`config.mk`:
```
export PLATFORM = sky130hd
export DESIGN_NAME = tnkiii_rotary_ctrl_flat
export DESIGN_NICKNAME = d
export VERILOG_FILES = /design/src/rtl/tnkiii_rotary_pkg.sv /design/src/rtl/tnkiii_rotary_ctrl_if.sv /design/src/rtl/tnkiii_rotary_chan.sv /design/src/rtl/tnkiii_rotary_ctrl.sv /design/src/flat_wrapper.sv
export SDC_FILE = /design/constraint.sdc
export NUM_CORES = 1
export LEC_CHECK = 0
export CAP_MARGIN = 10
export CORE_MARGIN = 1
export CORE_UTILIZATION = 36
export CTS_BUF_LIST = sky130_fd_sc_hd__clkbuf_16
export DETAILED_ROUTE_END_ITERATION = 8
export PLACE_DENSITY_LB_ADDON = 0.12
export SLEW_MARGIN = 20
export SYNTH_ARGS = -nofsm -noshare
export SYNTH_HDL_FRONTEND = slang
export SYNTH_SLANG_ARGS = --single-unit
```
`constraint.sdc`:
```
create_clock -name i_clk -period 5.1 [get_ports i_clk]
set_input_delay 1.02 -clock i_clk [delete_from_list [all_inputs] [get_ports i_clk]]
set_output_delay 1.02 -clock i_clk [all_outputs]
set_load 0.02 [all_outputs]
```
`src/rtl/tnkiii_rotary_pkg.sv`:
```
// rtl/tnkiii_rotary_pkg.sv - shared types and wrap arithmetic for the rotary joystick sequencer
package tnkiii_rotary_pkg;

   typedef enum logic [1:0] {NONE = 2'd0, LEFT = 2'd1, RIGHT = 2'd2} rot_dir_t;
   typedef enum logic [1:0] {IDLE = 2'd0, DELAY = 2'd1, REPEAT = 2'd2} rot_state_t;

   function automatic rot_dir_t rot_decode(input logic left, input logic right);
      if (left && !right)
         return LEFT;
      else if (right && !left)
         return RIGHT;
      else
         return NONE;
   endfunction

   // LEFT increments and RIGHT decrements, both wrapping inside 0..positions-1.
   function automatic logic [3:0] rot_step(input logic [3:0] pos, input rot_dir_t dir,
                                           input int positions);
      logic [3:0] last;
      last = 4'(positions - 1);
      case (dir)
         LEFT:    return (pos == last) ? 4'd0 : pos + 4'd1;
         RIGHT:   return (pos == 4'd0) ? last : pos - 4'd1;
         default: return pos;
      endcase
   endfunction

endpackage

```
`src/rtl/tnkiii_rotary_ctrl_if.sv`:
```
// rtl/tnkiii_rotary_ctrl_if.sv - button requests in, rotary positions and step pulses out
interface tnkiii_rotary_ctrl_if;
   logic       pause_cpu;
   logic [1:0] rot_left;
   logic [1:0] rot_right;
   logic [3:0] rotary1;
   logic [3:0] rotary2;
   logic [1:0] step;

   modport master (output pause_cpu, rot_left, rot_right,
                   input  rotary1, rotary2, step);
   modport slave  (input  pause_cpu, rot_left, rot_right,
                   output rotary1, rotary2, step);
endinterface

```
`src/rtl/tnkiii_rotary_chan.sv`:
```
// rtl/tnkiii_rotary_chan.sv - one player: press/hold/repeat FSM, tick counter, position register
module tnkiii_rotary_chan
   import tnkiii_rotary_pkg::*;
#(
   parameter int POSITIONS    = 12,
   parameter int INIT         = 0,
   parameter int DELAY_TICKS  = 250,
   parameter int REPEAT_TICKS = 80
) (
   input  logic       i_clk,
   input  logic       RESETn,
   input  logic       pause,
   input  logic       tick,
   input  logic       left,
   input  logic       right,
   output logic [3:0] pos,
   output logic       step
);

   localparam logic [7:0] DLY_LAST = 8'(DELAY_TICKS - 1);
   localparam logic [7:0] REP_LAST = 8'(REPEAT_TICKS - 1);

   rot_state_t state, state_nxt;
   rot_dir_t   dir, prev_dir;
   logic [7:0] cnt, cnt_nxt;
   logic [3:0] pos_nxt;
   logic       do_step;

   assign dir = rot_decode(left, right);

   always_ff @(posedge i_clk or negedge RESETn) begin
      if (!RESETn) begin
         state    <= IDLE;
         cnt      <= 8'd0;
         pos      <= 4'(INIT);
         prev_dir <= NONE;
         step     <= 1'b0;
      end else if (pause) begin
         step     <= 1'b0;
      end else begin
         state    <= state_nxt;
         cnt      <= cnt_nxt;
         pos      <= pos_nxt;
         prev_dir <= dir;
         step     <= do_step;
      end
   end

   // A direction change outranks a coincident tick, so at most one step per edge.
   always_comb begin
      state_nxt = state;
      cnt_nxt   = cnt;
      pos_nxt   = pos;
      do_step   = 1'b0;
      case (state)
         IDLE: begin
            if (dir != NONE) begin
               do_step   = 1'b1;
               cnt_nxt   = 8'd0;
               state_nxt = DELAY;
            end
         end
         DELAY, REPEAT: begin
            if (dir == NONE) begin
               cnt_nxt   = 8'd0;
               state_nxt = IDLE;
            end else if (dir != prev_dir) begin
               do_step   = 1'b1;
               cnt_nxt   = 8'd0;
               state_nxt = DELAY;
            end else if (tick) begin
               if (cnt == ((state == DELAY) ? DLY_LAST : REP_LAST)) begin
                  do_step   = 1'b1;
                  cnt_nxt   = 8'd0;
                  state_nxt = REPEAT;
               end else begin
                  cnt_nxt = cnt + 8'd1;
               end
            end
         end
         default: state_nxt = IDLE;
      endcase
      if (do_step)
         pos_nxt = rot_step(pos, dir, POSITIONS);
   end

endmodule

```
`src/rtl/tnkiii_rotary_ctrl.sv`:
```
// rtl/tnkiii_rotary_ctrl.sv - shared ms prescaler and the two rotary joystick channels
module tnkiii_rotary_ctrl
   import tnkiii_rotary_pkg::*;
#(
   parameter int POSITIONS    = 12,
   parameter int INIT_P1      = 11,
   parameter int INIT_P2      = 0,
   parameter int TICK_DIV     = 53600,
   parameter int DELAY_TICKS  = 250,
   parameter int REPEAT_TICKS = 80
) (
   input  logic               i_clk,
   input  logic               RESETn,
   tnkiii_rotary_ctrl_if.slave bus
);

   localparam int PW = (TICK_DIV > 1) ? $clog2(TICK_DIV) : 1;

   logic [PW-1:0] presc;
   logic          tick;
   logic          step_p1, step_p2;

   assign tick = (presc == PW'(TICK_DIV - 1));

   always_ff @(posedge i_clk or negedge RESETn) begin
      if (!RESETn)
         presc <= '0;
      else if (!bus.pause_cpu)
         presc <= tick ? '0 : presc + PW'(1);
   end

   tnkiii_rotary_chan #(
      .POSITIONS(POSITIONS), .INIT(INIT_P1),
      .DELAY_TICKS(DELAY_TICKS), .REPEAT_TICKS(REPEAT_TICKS)
   ) u_chan_p1 (
      .i_clk(i_clk), .RESETn(RESETn), .pause(bus.pause_cpu), .tick(tick),
      .left(bus.rot_left[0]), .right(bus.rot_right[0]),
      .pos(bus.rotary1), .step(step_p1)
   );

   tnkiii_rotary_chan #(
      .POSITIONS(POSITIONS), .INIT(INIT_P2),
      .DELAY_TICKS(DELAY_TICKS), .REPEAT_TICKS(REPEAT_TICKS)
   ) u_chan_p2 (
      .i_clk(i_clk), .RESETn(RESETn), .pause(bus.pause_cpu), .tick(tick),
      .left(bus.rot_left[1]), .right(bus.rot_right[1]),
      .pos(bus.rotary2), .step(step_p2)
   );

   assign bus.step = {step_p2, step_p1};

endmodule

```
`src/flat_wrapper.sv`:
```
// flat-port wrapper written by rule: the top's interface ports become plain ports
module tnkiii_rotary_ctrl_flat import tnkiii_rotary_pkg::*;
#(
   parameter int POSITIONS    = 12,
   parameter int INIT_P1      = 11,
   parameter int INIT_P2      = 0,
   parameter int TICK_DIV     = 53600,
   parameter int DELAY_TICKS  = 250,
   parameter int REPEAT_TICKS = 80
)
  (i_clk, RESETn, bus_pause_cpu, bus_rot_left, bus_rot_right, bus_rotary1, bus_rotary2, bus_step);
  tnkiii_rotary_ctrl_if bus_i ();
  input  logic i_clk;
  input  logic RESETn;
  input wire logic [$bits(bus_i.pause_cpu)-1:0] bus_pause_cpu;
  input wire logic [$bits(bus_i.rot_left)-1:0] bus_rot_left;
  input wire logic [$bits(bus_i.rot_right)-1:0] bus_rot_right;
  output wire logic [$bits(bus_i.rotary1)-1:0] bus_rotary1;
  output wire logic [$bits(bus_i.rotary2)-1:0] bus_rotary2;
  output wire logic [$bits(bus_i.step)-1:0] bus_step;
  assign bus_i.pause_cpu = bus_pause_cpu;
  assign bus_i.rot_left = bus_rot_left;
  assign bus_i.rot_right = bus_rot_right;
  assign bus_rotary1 = bus_i.rotary1;
  assign bus_rotary2 = bus_i.rotary2;
  assign bus_step = bus_i.step;
  tnkiii_rotary_ctrl #(.POSITIONS(POSITIONS), .INIT_P1(INIT_P1), .INIT_P2(INIT_P2), .TICK_DIV(TICK_DIV), .DELAY_TICKS(DELAY_TICKS), .REPEAT_TICKS(REPEAT_TICKS)) u_core (.i_clk(i_clk), .RESETn(RESETn), .bus(bus_i));
endmodule
```
# After elaboration in Yosys (flattened, before gate mapping)
# Cells that the tools add are included.
[op_classes] n_mul=0 bitwise_logic=1 order_cmp=0 n_reduce_logical=28 n_eq_ne=21 shift=0 add_sub_neg=7 div_mod_pow=0 muxes=51
[op_table] cell="$mux W8" count=12
[op_table] cell="$pmux W8 S2" count=2
[op_table] cell="$mux W2" count=14
[op_table] cell="$add A16 B1 Y16 const B" count=1
[op_table] cell="$add A8 B1 Y8 const B" count=2
[op_table] cell="$eq A16 B16 Y1 const B" count=1
[op_table] cell="$eq A8 B8 Y1" count=2
[op_table] cell="$mux W16" count=1
[op_table] cell="$mux W4" count=4
[op_table] cell="$pmux W4 S2" count=2
[op_table] cell="$reduce_and A4 Y1" count=4
[op_table] cell="$mux W1" count=12
[op_table] cell="$reduce_bool A2 Y1" count=6
[op_table] cell="$add A4 B1 Y4 const B" count=2
[op_table] cell="$eq A2 B1 Y1 const B" count=4
[op_table] cell="$eq A2 B2 Y1 const B" count=4
[op_table] cell="$eq A4 B4 Y1 const B" count=2
[op_table] cell="$logic_not A2 Y1" count=4
[op_table] cell="$logic_not A4 Y1" count=2
[op_table] cell="$ne A4 B3 Y1 const B" count=2
[op_table] cell="$ne A4 B4 Y1 const B" count=2
[op_table] cell="$pmux W2 S2" count=2
[op_table] cell="$sub A4 B1 Y4 const B" count=2
[op_table] cell="$reduce_and A3 Y1" count=2
[op_table] cell="other kinds (7)" count=17
[totals] latchBits=0 mem_bits_ro=0 memories=0 mem_bits_rw=0 out_inout_bits=10 regBits=50 elab_cells=119

# Logic depth before layout (Yosys ltp)
# Gate-level depths: netlist of the first run.
[logic_depth] word_depth=9 mapped_depth=10

# Modules after synthesis
# A second synthesis of the first run with hierarchy kept.
[hier_totals] hier_cells=305 area_unflattened_um2=2984.1
[by_module_without_submodules] mod="tnkiii_rotary_chan (u_core.u_chan_p1)" seq_area_each_um2=429.2 area_per_inst_um2=1084.8 cells_each=112 n_inst=1
[by_module_without_submodules] mod="tnkiii_rotary_chan (u_core.u_chan_p2)" seq_area_each_um2=425.4 area_per_inst_um2=1081.0 cells_each=112 n_inst=1
[by_module_without_submodules] mod="tnkiii_rotary_ctrl" seq_area_each_um2=400.4 area_per_inst_um2=818.3 cells_each=81 n_inst=1

# Least setup slack after synthesis of the first run
# Ideal clock, no wire load.
[synth_path] kind="input to register" start="input bus_rot_left[1]" end="register u_core.u_chan_p2.cnt[7]" arrival_ps=2835 stages=9 n_path_buf=2 t_required_ps=4990 path_slack_ps=2155 setup_time_ps=110 path_cell_list="inv_1 -> ha_1 -> clkbuf_1 -> xnor2_1 -> and3b_1 -> o21ai_1 -> or3_1 -> clkbuf_1 -> o41ai_1"
[synth_via] elab_chain_len=8 elab_cells_between_ends=14
[synth_rtl] item="start: declaration" line="flat_wrapper.sv:16" rtl="input wire logic [$bits(bus_i.rot_left)-1:0] bus_rot_left;"
[synth_rtl] item="$logic_not A1 Y1" line="tnkiii_rotary_pkg.sv:10" rtl="else if (right && !left)"
[synth_rtl] item="$logic_and A1 B1 Y1" line="tnkiii_rotary_pkg.sv:10"
[synth_rtl] item="$mux W2" line="tnkiii_rotary_pkg.sv:10"
[synth_rtl] item="$mux W2 *" line="tnkiii_rotary_pkg.sv:8" rtl="if (left && !right)"
[synth_rtl] item="via u_core.u_chan_p2.dir[1]" line="tnkiii_rotary_chan.sv:24" rtl="rot_dir_t dir, prev_dir;"
[synth_rtl] item="$ne A2 B2 Y1" line="tnkiii_rotary_chan.sv:67" rtl="end else if (dir != prev_dir) begin"
[synth_rtl] item="$mux W8" line="tnkiii_rotary_chan.sv:67"
[synth_rtl] item="$mux W8" line="tnkiii_rotary_chan.sv:64" rtl="if (dir == NONE) begin"
[synth_rtl] item="$pmux W8 S2" line="tnkiii_rotary_chan.sv:55" rtl="case (state)"
[synth_rtl] item="end signal: assignment" line="tnkiii_rotary_chan.sv:42" rtl="cnt <= cnt_nxt;"
[synth_rtl] item="end: declaration" line="tnkiii_rotary_chan.sv:25" rtl="logic [7:0] cnt, cnt_nxt;"
# Mark *: on every way through the listed nets, which the timed path passes. The rest lies on a longest branch.
# A chain may end at the register's enable or synchronous reset.

# Final worst setup path of the first run
# Ends and elaborated chain as after synthesis.

==> impl_metrics.csv, run 1 <==
group,metric,value,unit
status,outcome,"complete, no violations",
floorplanning,fp.dieW,93.3,microns
floorplanning,dieArea,0.00870,sq mm
sta,setup_viol,0,
route,drt-initial-drc-count,77,
sta,slew-limit-headroom,57.5,%
logic_synthesis,synth_top_area_share,39.2,%
clocking,clkLatencyLatePin,290,ps
cells_and_area,drive_gt1_share,7.12,%
sta,fin_tns_setup,0,ps
logic_synthesis,synth_top_cells_by_count,"dfrtp_1 (47), nor2_1 (31), nand2_1 (30)",
clocking,htreeDepth,2,
sta,min_period,3280,ps
setup_path,critPathMaxFanout,10,
sta,rsz0062_at_grt,"false",
pwr,pwr-share-comb,38.1,%
placement,place_congestion,0.773,
sta,final_hold_viol_count,0,
route,drt_wl_total,5.55,mm
cells_and_area,area_delta_synth_final,12.3,%
min_path,hp-class,"flop to flop",
logic_synthesis,yosysMostFrequentCell,"dfrtp_1",
logic_synthesis,synth_top_area_cell,"dfrtp_1",
grt,grt_pass1_wl,9.78,mm
logic_synthesis,async_flop_share,100,%
grt,antenna_found_initial,0,
logic_synthesis,yosysWarnings,0,
clocking,clk_pin_slew_worst_paths,70,ps
setup_path,start_kind,"primary input",
logic_synthesis,syn-mean-instance-area,9.29,sq um
logic_synthesis,netlist_top_cells_area,"dfrtp_1 (39%), ha_1 (7.5%), nor2_1 (3.9%), xnor2_1 (3.8%), nand2_1 (3.8%)",
setup_path,criticalPathCategory,"primary input to flop",
cells_and_area,layout.nets,361,
pwr,power_density,440,mW/mm^2
pwr,p_clk_share,22.0,%
route,drt-pass1-iter-count,4,
route,route.vias.total,2209,
clocking,cts_hold_buf,0,
placement,dp_cells,431,
route,wl_per_cell,12.6,microns
grt,first_global_vias,2122,
sta,skew,6.42,ps
cells_and_area,fin_cells,439,
pwr,leakage,1.47,nW
sta,finalCritPeriodShare,64.3,%
route,drc,0,
run,maxCapViolCount,0,
placement,hpwl,3.89,mm
route,ant_nets,0,
clocking,tritoncts,"done",
logic_synthesis,synth-edff-count,0,
floorplanning,start_util,38.0,%
cells_and_area,final_util,42.7,%
logic_synthesis,syn_area,0.00300,sq mm
clocking,cts_sinks,50,
sta,fmax,0.305,GHz
cells_and_area,num_antenna_cells,0,
pwr,switching_share,37.5,%
pwr,ir_worst_vdd,0.000249,V
sta,worstMarginPinSlew,636,ps
pwr,switchingPower,0.557,mW
floorplanning,coreArea,0.00789,sq mm
grt,track_usage,14.1,%
grt,grt_max_degree,51,
floorplanning,io_pins,17,
logic_synthesis,syn_nets,348,
logic_synthesis,seq_area_frac_synth,41.8,%
grt,grt-ovfl-total,0,
setup_path,regToRegSetupSlack,2320,ps
placement,io_buffers,16,
pwr,p_int,0.927,mW
logic_synthesis,yosys_most_used_dff,"dfrtp_1",
floorplanning,die_y,93.3,microns
setup_path,cp_data_required_time,5290,ps
clocking,numCtsBuffers,5,
setup_path,arrival,3460,ps
logic_synthesis,ys_ff_latch,50,
clocking,root_buffer,"clkbuf_16",
clocking,clk_path_buf_depth,2,
sta,finalMaxSlewViolations,0,
route,viasPerCell,5.03,
clocking,postCtsSetupBuffers,0,
floorplanning,fp-row-count,32,
pwr,seq_power_share,39.9,%
setup_path,crit_path_end_kind,"flop",
logic_synthesis,synth_cell_types,52,
logic_synthesis,syn_inst,323,
clocking,cts_resized,0,
[placed cells by master, fill, tap and decap left out, drive strengths merged, types with 4 or more instances in the layout]
cell type | netlist | final
nand2 | 30 | 30
ha | 18 | 18
clkdlybuf4s50 | 0 | 15
clkbuf | 7 | 5
and3 | 4 | 4
a21oi | 10 | 10
nand4 | 4 | 4
a31oi | 4 | 4
nand2b | 8 | 8
nand3 | 16 | 16
xor2 | 9 | 9
dfrtp | 47 | 47
nor2b | 10 | 10
o31ai | 9 | 9
mux2 | 6 | 6
inv | 19 | 20
xnor2 | 13 | 13
nor2 | 31 | 31
o21ai | 30 | 30
[worst paths after layout]
check,from,to,cells after the start
max in group asynchronous,RESETn,u_core.u_chan_p1.prev_dir[1]$_DFFE_PN0N_,2
max reg2reg,u_core.presc[11]$_DFFE_PN0N_,u_core.u_chan_p1.cnt[5]$_DFFE_PN0P_,6
min in group asynchronous,RESETn,u_core.presc[10]$_DFFE_PN0N_,2
max,bus_rot_left[1],u_core.u_chan_p2.cnt[7]$_DFFE_PN0P_,8
min,u_core.presc[13]$_DFFE_PN0N_,u_core.presc[13]$_DFFE_PN0N_,1
min reg2reg,u_core.presc[13]$_DFFE_PN0N_,u_core.presc[13]$_DFFE_PN0N_,1
[power by group through the flow]
stage          Clock (mW)  Sequential, mW  Combinational, mW
6_report            0.327           0.592              0.566
5_1_grt             0.358           0.609              0.644
2_1_floorplan           0           0.611              0.396
3_5_place_dp            0           0.599              0.570
4_1_cts             0.343           0.593              0.572
3_3_place_gp            0           0.598              0.573
[flip-flops by register name, summed over array words and instances (netlist names)]
signal / count
u_core.u_chan_p1.pos: 4
u_core.u_chan_p2.state: 2
u_core.u_chan_p2.prev_dir: 2
u_core.u_chan_p2.pos: 4
u_core.u_chan_p1.prev_dir: 2
u_core.presc: 16
u_core.u_chan_p1.step: 1
u_core.u_chan_p2.cnt: 8
u_core.u_chan_p2.step: 1
u_core.u_chan_p1.cnt: 8
u_core.u_chan_p1.state: 2
[cell type report]
cell class | count | area (sq um)
inverter | 19 | 71.3
clock buffer | 5 | 125
multi-input combinational | 243 | 1610
fill | 754 | 4520
timing repair buffer | 17 | 163
tap | 102 | 128
sequential | 50 | 1250
clock inverter | 3 | 17.5
[through the flow]
stage          worst slack (ps)  hold WS, ps  total power [mW]  instance area [sq um]
2_1_floorplan              2160          451              1.01                   3000
3_3_place_gp               1560          490              1.17                   3230
3_5_place_dp               1500          502              1.17                   3230
4_1_cts                    1810          515              1.51                   3370
5_1_grt                    1630          527              1.61                   3370
6_report                   1820          502              1.48                   3370
[cells by family after synthesis]
family	synth area share, %
simple gates	21.8
compound gates	15.1
flops	41.8
buf+inv	4.50
xor+xnor	6.42
fa+ha+maj	7.51
mux	2.92
[per-layer routing]
layer  wire (microns)  global-route usage, %
met4              101                   5.77
met2             2570                   22.5
met5                0                      0
met1             2760                   18.8
met3              119                   2.52
[worst max-delay path, cell delays in order]
cell	delay, ps
clkdlybuf4s50_1	490
inv_1	50
ha_1	300
xnor2_1	280
and3b_1	210
o21ai_1	220
or3_1	540
o41ai_1	360
(Power assumes the default switching activity.)
==> inputs of run 2 (changes only) <==
==> constraint.sdc (replaced) <==
create_clock -name i_clk -period 2.7 [get_ports i_clk]
set_input_delay 0.54 -clock i_clk [delete_from_list [all_inputs] [get_ports i_clk]]
set_output_delay 0.54 -clock i_clk [all_outputs]
set_load 0.02 [all_outputs]
==> run 2 against run 1 <==
Wire length rose by 4.7%. Register-to-register slack got worse by 2100 ps. Clock-buffer cell count unchanged. First-iteration DRC count shrank 17%. Final area up 5.4%. Total power rose by 110%. Critical path type unchanged. Critical endpoint unchanged. Largest power group is now combinational logic.
==> impl_metrics.csv, run 2 (synthesized netlist as in run 1, its figures left out) <==
group,metric,value,unit
route,viasPerCell,5.11,
sta,finalCritPeriodShare,93.8,%
placement,dp_cells,449,
sta,setup_ws,168,ps
floorplanning,fp.dieW,93.3,microns
grt,grt-ovfl-total,0,
cells_and_area,layout.nets,379,
floorplanning,coreArea,0.00789,sq mm
placement,place_congestion,0.778,
floorplanning,fp-row-count,32,
clocking,cts_resized,0,
setup_path,crit_chain,"clkdlybuf4s50_1, inv_1, ha_1, nand2b_1, and3b_1, o21ai_1, or3_1, o41ai_1",
pwr,power_density,870,mW/mm^2
cells_and_area,drive_gt1_share,11.8,%
sta,holdWs,214,ps
cells_and_area,largest_register_ffs,16,
cells_and_area,top_register,"u_core.presc",
setup_path,crit_path_end_kind,"flop",
setup_path,reg2reg_depth,7,
setup_path,regToRegEndpoint,"u_core.u_chan_p1.cnt[5]$_DFFE_PN0P_",
setup_path,regToRegSetupSlack,220,ps
setup_path,start_kind,"primary input",
pwr,ir_worst_vdd,0.000539,V
cells_and_area,final_common_cell,"dfrtp_1",
route,wl_per_cell,12.7,microns
cells_and_area,num_antenna_cells,0,
placement,hpwl,4.19,mm
clocking,clkLatencyLatePin,290,ps
setup_path,path_buf_inv,2,
clocking,root_buffer,"clkbuf_16",
setup_path,critPathMaxFanout,6,
floorplanning,start_util,38.0,%
route,drt-initial-drc-count,64,
sta,setup_viol,0,
status,outcome,"complete, no violations",
sta,skew,6.08,ps
route,drc,0,
clocking,tritoncts,"done",
setup_path,max_stage_delay,480,ps
cells_and_area,fin_cells,457,
sta,min_period,2530,ps
route,route.vias.total,2335,
run,maxCapViolCount,0,
setup_path,path_delay_family,"simple AND/OR/NAND/NOR gates",
clocking,numCtsBuffers,5,
grt,first_global_vias,2278,
placement,place_ws,-144,ps
floorplanning,dieArea,0.00870,sq mm
min_path,hp-class,"primary input to async pin",
setup_path,cp_data_required_time,2870,ps
placement,io_buffers,16,
sta,finalMaxSlewViolations,0,
setup_path,r2r_start,"u_core.presc[11]$_DFFE_PN0N_",
grt,track_usage,15.0,%
grt,grt_pass1_wl,10.4,mm
setup_path,criticalPathCategory,"primary input to flop",
sta,worstMarginPinSlew,420,ps
pwr,leakage,1.57,nW
grt,antenna_found_initial,0,
cells_and_area,reg_top3,"u_core.presc x16, u_core.u_chan_p1.cnt x8, u_core.u_chan_p2.cnt x8",
setup_path,crit_slowest_cell,"clkdlybuf4s50_1",
floorplanning,io_pins,17,
sta,slew-limit-headroom,71.8,%
cells_and_area,area_delta_synth_final,18.3,%
route,ant_nets,0,
sta,fmax,0.395,GHz
clocking,cts_hold_buf,0,
grt,grt_max_degree,33,
sta,rsz0062_at_grt,"false",
route,drt-pass1-iter-count,4,
floorplanning,die_y,93.3,microns
clocking,cts_sinks,50,
setup_path,arrival,2700,ps
clocking,clk_pin_slew_worst_paths,70,ps
sta,final_hold_viol_count,0,
clocking,clk_path_buf_depth,2,
cells_and_area,final_cell_mix,"dfrtp_1 (47), nor2_1 (31), nand2_1 (30)",
route,drt_wl_total,5.81,mm
clocking,htreeDepth,2,
clocking,postCtsSetupBuffers,0,
[run 2: worst max path at each step]
stage                                             from                             endpoint  slack, ps  depth (start not counted)
after global placement                bus_rot_right[1]  u_core.u_chan_p2.cnt[7]$_DFFE_PN0P_        -40                          8
final                                 bus_rot_right[1]  u_core.u_chan_p2.cnt[7]$_DFFE_PN0P_        170                          8
after CTS                             bus_rot_right[1]  u_core.u_chan_p2.cnt[7]$_DFFE_PN0P_        160                          8
after floorplan           u_core.presc[11]$_DFFE_PN0N_  u_core.u_chan_p1.cnt[5]$_DFFE_PN0P_        210                          8
after global routing                  bus_rot_right[1]  u_core.u_chan_p2.cnt[7]$_DFFE_PN0P_         20                          8
after detailed placement              bus_rot_right[1]  u_core.u_chan_p2.cnt[7]$_DFFE_PN0P_       -140                          8
[run 2: report_power, final]
group / switching (mW) / leakage [nW] / total (mW) / internal (mW)
Clock: 0.275 / 0.0915 / 0.803 / 0.528
Combinational: 0.599 / 0.834 / 1.17 / 0.566
Sequential: 0.201 / 0.649 / 1.12 / 0.921
[run 2: worst reg2reg max path, stage by stage, from the launching register on]
cell,delay [ps]
dfrtp_1,430
or4b_4,570
nor4_4,210
buf_4,190
o21ai_2,70
or3_1,320
or2_1,360
o31ai_2,260
[run 2: routing by layer]
| layer | track usage, % | share of wire, % |
|---|---|---|
| met1 | 20.1 | 51 |
| met2 | 24.0 | 46 |
| met3 | 2.60 | 2.0 |
| met4 | 5.77 | 1.1 |
| met5 | 0 | 0 |
[run 2: per-stage QoR]
| step | util (%) | cell area (sq um) | setup TNS, ps | power, mW |
|---|---|---|---|---|
| after floorplan | - | 3000 | 0 | 1.90 |
| after global placement | 42.6 | 3360 | -40.2 | 2.30 |
| after detailed placement | 42.6 | 3360 | -144 | 2.31 |
| after CTS | 45.0 | 3550 | 0 | 3.13 |
| after global routing | 45.0 | 3550 | 0 | 3.33 |
| final | 45.0 | 3550 | 0 | 3.09 |
[run 2: layout make-up]
type | instances | area [sq um]
timing repair buffer | 35 | 298
clock buffer | 5 | 125
inverter | 19 | 71.3
multi-input combinational | 243 | 1610
sequential | 50 | 1250
clock inverter | 3 | 63.8
tap | 102 | 128
fill | 764 | 4340
==> inputs of run 3 (changes only) <==
--- a/config.mk
+++ b/config.mk
@@ -11,6 +11,7 @@
 export CTS_BUF_LIST = sky130_fd_sc_hd__clkbuf_16
 export DETAILED_ROUTE_END_ITERATION = 8
 export PLACE_DENSITY_LB_ADDON = 0.12
+export SKIP_CTS_REPAIR_TIMING = 1
 export SLEW_MARGIN = 20
 export SYNTH_ARGS = -nofsm -noshare
 export SYNTH_HDL_FRONTEND = slang
==> results of run 3 <==
The final DEF is identical to that of run 2; final timing and power are the same.
